$ cat config.mk
export PLATFORM = sky130hd
export DESIGN_NAME = fetch_stage
export DESIGN_NICKNAME = d
export VERILOG_FILES = /design/src/rtl/cpu_pkg.sv /design/src/rtl/sat_counter.sv /design/src/rtl/fetch_stage.sv
export SDC_FILE = /design/constraint.sdc
export NUM_CORES = 1
export LEC_CHECK = 0
export BUFFER_PORTS_ARGS = -buffer_cell sky130_fd_sc_hd__buf_2
export CAP_MARGIN = 15
export CELL_PAD_IN_SITES_DETAIL_PLACEMENT = 0
export CELL_PAD_IN_SITES_GLOBAL_PLACEMENT = 1
export CORE_MARGIN = 8
export CORE_UTILIZATION = 41
export CTS_CLUSTER_SIZE = 16
export DETAILED_ROUTE_END_ITERATION = 12
export GPL_ROUTABILITY_DRIVEN = 0
export PLACE_DENSITY = 0.92
export SYNTH_ARGS = -nofsm -noshare
export SYNTH_HDL_FRONTEND = slang
export SYNTH_HIERARCHICAL = 1
export SYNTH_SLANG_ARGS = --single-unit
$ cat constraint.sdc
create_clock -name clk_i -period 7.9 [get_ports clk_i]
set_clock_uncertainty 0.1 [all_clocks]
set_input_delay 0.395 -clock clk_i [delete_from_list [all_inputs] [get_ports clk_i]]
set_output_delay 0.395 -clock clk_i [all_outputs]
set_load 0.01 [all_outputs]
$ cat src/rtl/cpu_pkg.sv
// Shared CPU definitions: datapath width, instruction size, bubble word and
// the fetch FSM state encoding.
package cpu_pkg;

    localparam int XLEN        = 32;
    localparam int INSTR_BYTES = 4;

    // All-zero word: decode treats it as a no-op.
    localparam logic [XLEN-1:0] BUBBLE_INSTR = 32'h0000_0000;

    typedef enum logic {
        FS_IDLE = 1'b0,
        FS_RUN  = 1'b1
    } fetch_state_t;

endpackage

$ cat src/rtl/sat_counter.sv
// Up-counter that sticks at all-ones instead of wrapping.
module sat_counter #(
    parameter int CNT_W = 32
) (
    input  logic             clk_i,
    input  logic             rst_i,
    input  logic             inc_i,
    output logic [CNT_W-1:0] cnt_o
);

    // Count on inc_i until all-ones, then hold.
    always_ff @(posedge clk_i or posedge rst_i) begin
        if (rst_i) begin
            cnt_o <= '0;
        end else if (inc_i && (cnt_o != {CNT_W{1'b1}})) begin
            cnt_o <= cnt_o + CNT_W'(1);
        end
    end

endmodule

$ cat src/rtl/fetch_stage.sv
// Instruction-fetch stage: PC register, instruction memory addressing and the
// IF_ID pipeline register, with stall/flush handling and event counters.
//
// state   | meaning
// --------+-----------------------------------------------------------
// FS_IDLE | not fetching; PC holds, IF_ID carries a bubble
// FS_RUN  | fetching; flush redirects, stall holds, else PC advances
module fetch_stage
    import cpu_pkg::*;
#(
    parameter logic [31:0] RESET_PC     = 32'h0000_0000,
    parameter logic [31:0] BUBBLE_INSTR = cpu_pkg::BUBBLE_INSTR,
    parameter int          CNT_W        = 32
) (
    input  logic             clk_i,
    input  logic             rst_i,
    input  logic             start_i,
    input  logic             stall_i,
    input  logic             flush_i,
    input  logic [31:0]      branch_target_i,
    output logic [31:0]      imem_addr_o,
    input  logic [31:0]      imem_data_i,
    output logic [31:0]      pc_o,
    output logic [31:0]      if_id_pc_o,
    output logic [31:0]      if_id_instr_o,
    output logic             if_id_valid_o,
    output logic [CNT_W-1:0] stall_cnt_o,
    output logic [CNT_W-1:0] flush_cnt_o
);

    fetch_state_t state_q;
    logic [31:0]  pc_q;
    logic         run_edge;
    logic         stall_inc;
    logic         flush_inc;

    // A RUN edge with start_i low behaves like an IDLE edge, so it is excluded.
    assign run_edge  = (state_q == FS_RUN) && start_i;
    assign stall_inc = run_edge && stall_i && !flush_i;
    assign flush_inc = run_edge && flush_i;

    assign pc_o        = pc_q;
    assign imem_addr_o = pc_q;

    // FSM, PC register and IF_ID register; flush beats stall beats sequential fetch.
    always_ff @(posedge clk_i or posedge rst_i) begin
        if (rst_i) begin
            state_q       <= FS_IDLE;
            pc_q          <= RESET_PC;
            if_id_pc_o    <= '0;
            if_id_instr_o <= BUBBLE_INSTR;
            if_id_valid_o <= 1'b0;
        end else begin
            case (state_q)
                FS_IDLE: begin
                    if_id_pc_o    <= '0;
                    if_id_instr_o <= BUBBLE_INSTR;
                    if_id_valid_o <= 1'b0;
                    if (start_i) begin
                        state_q <= FS_RUN;
                    end
                end
                FS_RUN: begin
                    if (!start_i) begin
                        state_q       <= FS_IDLE;
                        if_id_pc_o    <= '0;
                        if_id_instr_o <= BUBBLE_INSTR;
                        if_id_valid_o <= 1'b0;
                    end else if (flush_i) begin
                        pc_q          <= branch_target_i & ~32'd3;
                        if_id_pc_o    <= '0;
                        if_id_instr_o <= BUBBLE_INSTR;
                        if_id_valid_o <= 1'b0;
                    end else if (!stall_i) begin
                        pc_q          <= pc_q + 32'(INSTR_BYTES);
                        if_id_pc_o    <= pc_q;
                        if_id_instr_o <= imem_data_i;
                        if_id_valid_o <= 1'b1;
                    end
                end
                default: state_q <= FS_IDLE;
            endcase
        end
    end

    sat_counter #(.CNT_W(CNT_W)) u_stall_cnt (
        .clk_i (clk_i),
        .rst_i (rst_i),
        .inc_i (stall_inc),
        .cnt_o (stall_cnt_o)
    );

    sat_counter #(.CNT_W(CNT_W)) u_flush_cnt (
        .clk_i (clk_i),
        .rst_i (rst_i),
        .inc_i (flush_inc),
        .cnt_o (flush_cnt_o)
    );

endmodule

Word level (Yosys, flattened, before mapping) --
Index checks and enable logic that the tools add are counted.
Storage, ports and cells: word-level logic and storage cells 38, bits in registers 162
Operators by class: equal/unequal tests 4, multiplexer cells 15, $add $sub $neg 3, reductions and logical operators 8, bitwise operators 1
Operators with widths (number):
- 2-to-1 mux 32 bit | 8
- one-hot mux 32 bit (2 select lines) | 2
- adder 32 x 1 -> 32 bit, second input constant | 2
- inequality test 32 bit, second input constant | 2
- adder 32 x 3 -> 32 bit, second input constant | 1
- logical AND 1 bit | 6
- 2-to-1 mux 1 bit | 4
- inequality test 4 bit, second input constant | 1
- AND reduction 3 bit | 1
- inequality test 2 x 1 -> 1 bit, second input constant | 1
- one-hot mux 1 bit (2 select lines) | 1
- logical NOT 1 bit | 1
- inverter 1 bit | 1

Depth between registers and ports, before layout --
word-level depth 4, depth in mapped cells 13, depth with buffers taken out 9

Cells and area by module --
The synthesis kept the hierarchy.
Modules (own cells, without submodules):
- fetch_stage | cells each 420, times used 1, area each 4440.5 um^2
- sat_counter | cells each 139, times used 2, area each 1561.5 um^2

Worst setup path before layout --
Ideal clock, no wire load.
kind input port to flip-flop, start point input port flush_i, end point register u_flush_cnt.cnt_o[31], data arrival time 2.869 ns, required time 7.675 ns, buffers on the path 4, stages 13, setup slack 4.806 ns, cells stage by stage buf_2 > nand2b_1 > nor2b_1 > nand2_2 > inv_2 > buf_2 > buf_2 > clkbuf_2 > nand3_1 > or4_4 > a311oi_4 > nand4_1 > xnor2_1
Between the ends: cells in the longest elaborated chain, start to end 2
Ends and longest elaborated chain:
- start: declaration | RTL line fetch_stage.sv:19 | input logic flush_i,
- logical AND 1 bit | RTL line fetch_stage.sv:40 | assign flush_inc = run_edge && flush_i;
- via flush_inc | RTL line fetch_stage.sv:35 | logic flush_inc;
- logical AND 1 bit | RTL line sat_counter.sv:15 | end else if (inc_i && (cnt_o != {CNT_W{1'b1}})) begin
- end signal: assignment | RTL line sat_counter.sv:16 | cnt_o <= cnt_o + CNT_W'(1);
- end: declaration | RTL line sat_counter.sv:8 | output logic [CNT_W-1:0] cnt_o
The timed path passes the listed nets, and every way through them passes these cells. A chain may end at the register's enable or synchronous reset.

Final worst setup path --
start point input port start_i, end point register u_flush_cnt.cnt_o[31]
Between the ends: cells in the longest elaborated chain, start to end 3
Ends and longest elaborated chain:
- start: declaration | RTL line fetch_stage.sv:17 | input logic start_i,
- logical AND 1 bit | RTL line fetch_stage.sv:38 | assign run_edge = (state_q == FS_RUN) && start_i;
- logical AND 1 bit | RTL line fetch_stage.sv:40
- logical AND 1 bit | RTL line sat_counter.sv:15
No other way between the ends.

==> results.cfg <==
[clock_tree]
clock_path_buffers = 2
cts_sinks = 159
clk_latency_ps = 420
cts_buffers = 17
clockRootBuffer = clkbuf_16
cts_tree = done
clk_pin_slew_ps = 70
htree_levels = 4
cts_resized = 0

[power_and_ir_drop]
internal_power_w = 0.00145
vdd_drop_max_mv = 0.132
combPwrFrac = 0.150
p_sw_frac = 0.307
p_seq_frac = 0.467
powerDensity_nw_per_um2 = 223
leakage_nw = 4.71
p_total_w = 0.00209
p_clk_frac = 0.383
p_sw_w = 0.000641

[finish]
regArea_sq_um = 3980
final_util = 0.521
fillers = 1639
drive_above_1_share = 0.351
layout_common_cells = buf_2 (255), dfrtp_1 (159), nand3_1 (61), nand2_1 (57), a22o_1 (54)
stdcell_count = 1156
multi_input_area_sq_um = 3140
fin_nets = 983
areaGrowthSynthToFinish_pct = 24.1
final_common_cell = buf_2

[hold_path]
min_from = branch_target_i[9]
hold_path.class = in -> reg

[setup_path]
crit-reg2reg-launch = state_q
max_stage_delay_ps = 760
path_cells = dlygate4sd3_1 > buf_2 > nand2_1 > nor2b_1 > nand2_2 > inv_2 > nand3_1 > or4_4 > a311oi_4 > nand4_1 > xnor2_1
path_delay_family = simple AND/OR/NAND/NOR gates
crit_path_max_fanout = 36
required_ps = 8100
slowest_stage = nor2b_1
cp-startpoint = start_i
path_buf_inv = 3
worstSetupStartpointType = primary input
path_class = in -> reg
worstPathArrival_ps = 4460
cp-end-kind = register

[yosys]
netlist_area_sq_um = 7560
async_flop_share = 1.00
synth-seq-cells = 159
synth_edf_count = 0
synth_top_area_frac = 0.526
yosysSeqAreaShare = 0.526
synth_top_area_cell = dfrtp_1
ys_warn_count = 6
synth_cells = 698
synth_ff_type = dfrtp_1
syn_area_per_cell_sq_um = 10.8
ys_top_cells_by_area = dfrtp_1 (53%), a22o_1 (6.3%), xnor2_1 (6.1%)
yosysUniqueCellTypes = 51

[route]
vias = 6359
viasPerCell = 5.50
firstDrtPassIters = 6
routed_wl_mm = 21.6
wl_per_cell_um = 18.7
initialDrtViolationCount = 286
ant_nets = 0
drc = 0

[sta]
fin_crit_sh = 0.538
setup_total_negative_slack_ps = 0
fmax_mhz = 235
min_period_ps = 4250
drv_slew = 0
setup_viol_count_final = 0
maxSlewHeadroom = 0.369
hold_violations = 0
rsz0062_at_grt = no
tightest_slew_ps = 945

[floorplan]
dieArea_sq_um = 23000
rows = 49
die_height_um = 152
die_w_um = 152
boundaryPins = 262
core_sq_um = 18000
initial_core_util = 0.420

[placement]
placed_cells = 1119
place_hpwl_mm = 15.3
portBuffers = 255

[grt]
grt_use_total = 0.187
antenna_found_initial = 3
grt_first_pass_wirelength_mm = 35.5
grt_pass1_vias = 6523
grt-ovfl-total = 0
grt_max_degree = 72

[run]
max-cap-violations = 0

[run_status]
status = finished, final reports clean
Yosys cell counts, types with 6 or more instances:
master and count:
o21ai_1 20, and3_1 23, xor2_1 10, a41oi_1 6, a21oi_1 15, buf_2 6, xnor2_1 53, nand2_1 57
nand4_1 34, buf_4 35, nor3_1 7, a22oi_1 9, nor4_1 6, a22o_1 54, inv_1 12, nor2_1 20
o211ai_1 6, o21ai_0 6, clkbuf_1 29, nand3_1 61, dfrtp_1 159
logic make-up (layout without fill, tap and decap cells):
| kind of cell | after synthesis | after routing | share of synthesized area |
|---|---|---|---|
| and+or+nand+nor | 244 | 244 | 0.181 |
| DFF | 159 | 159 | 0.526 |
| AOI/OAI and AO/OA | 135 | 135 | 0.143 |
| buffers and inverters | 86 | 309 | 0.0614 |
| xor gates and xnor gates | 63 | 63 | 0.0730 |
| muxes | 7 | 7 | 0.00959 |
| adders and majority gates | 3 | 3 | 0.00496 |
| other | 1 | 7 | 0.000496 |
final timing paths:
path / endpoint / slack (ps) / cells past startpoint
max: u_flush_cnt/cnt_o[31] / 3650 / 11
max in group asynchronous: if_id_pc_o[11] / 6080 / 4
min: imem_addr_o[9] / 70 / 3
min in group asynchronous: if_id_instr_o[20] / 540 / 3
max reg2reg: u_flush_cnt/cnt_o[31] / 3940 / 9
min reg2reg: if_id_pc_o[27] / 370 / 2
final cells by class:
class / instances / share of cell area
flip-flops and latches: 159 / 0.424
well taps: 229 / 0.0305
repair buffers: 264 / 0.144
clock buffers: 17 / 0.0453
inverters: 13 / 0.00546
clock inverters: 15 / 0.0156
diodes: 3 / 0.000800
multi-input cells: 456 / 0.335
flip-flops by register name, summed over array words and instances (netlist names):
name	count
u_flush_cnt/cnt_o	32
state_q	1
imem_addr_o	30
u_stall_cnt/cnt_o	32
if_id_instr_o	32
if_id_valid_o	1
if_id_pc_o	31
metrics by stage:
step,worst slack [ps],hold slack (ps),cell area [sq um]
3_3_place_gp,3680,356,8790
5_1_grt,3490,50.3,9390
3_5_place_dp,3620,361,8790
6_report,3650,69.3,9390
4_1_cts,3750,43.1,9380
2_1_floorplan,4810,326,7570
what timing repair did:
item | CTS | global route
hold endpoints to repair | 57 | 0
buffers inserted | 0 | 0
hold buffers | 2 | 0
layer usage:
metal,vias to the layer above,routed length [um],track usage
met1,3148,9340,0.239
li1,2955,-,-
met5,-,0,0
met3,28,1430,0.0601
met4,0,403,0.0684
met2,228,10400,0.292
worst reg2reg max path: stages, from the launching register on:
cell	delay [ps]
dfrtp_1	340
nand2_1	130
nor2b_1	760
nand2_2	300
inv_2	600
nand3_1	220
or4_4	460
a311oi_4	580
nand4_1	190
xnor2_1	180
power groups by stage:
stage	combinational [W]	clock, W	sequential (W)
floorplan	0.000196	0	0.000982
detailed placement	0.000316	0	0.000990
finish	0.000313	0.000801	0.000976
CTS	0.000318	0.000820	0.000975
global placement	0.000312	0	0.000986
global route	0.000348	0.000863	0.000990
No activity file was read; power rests on OpenSTA's default activity.
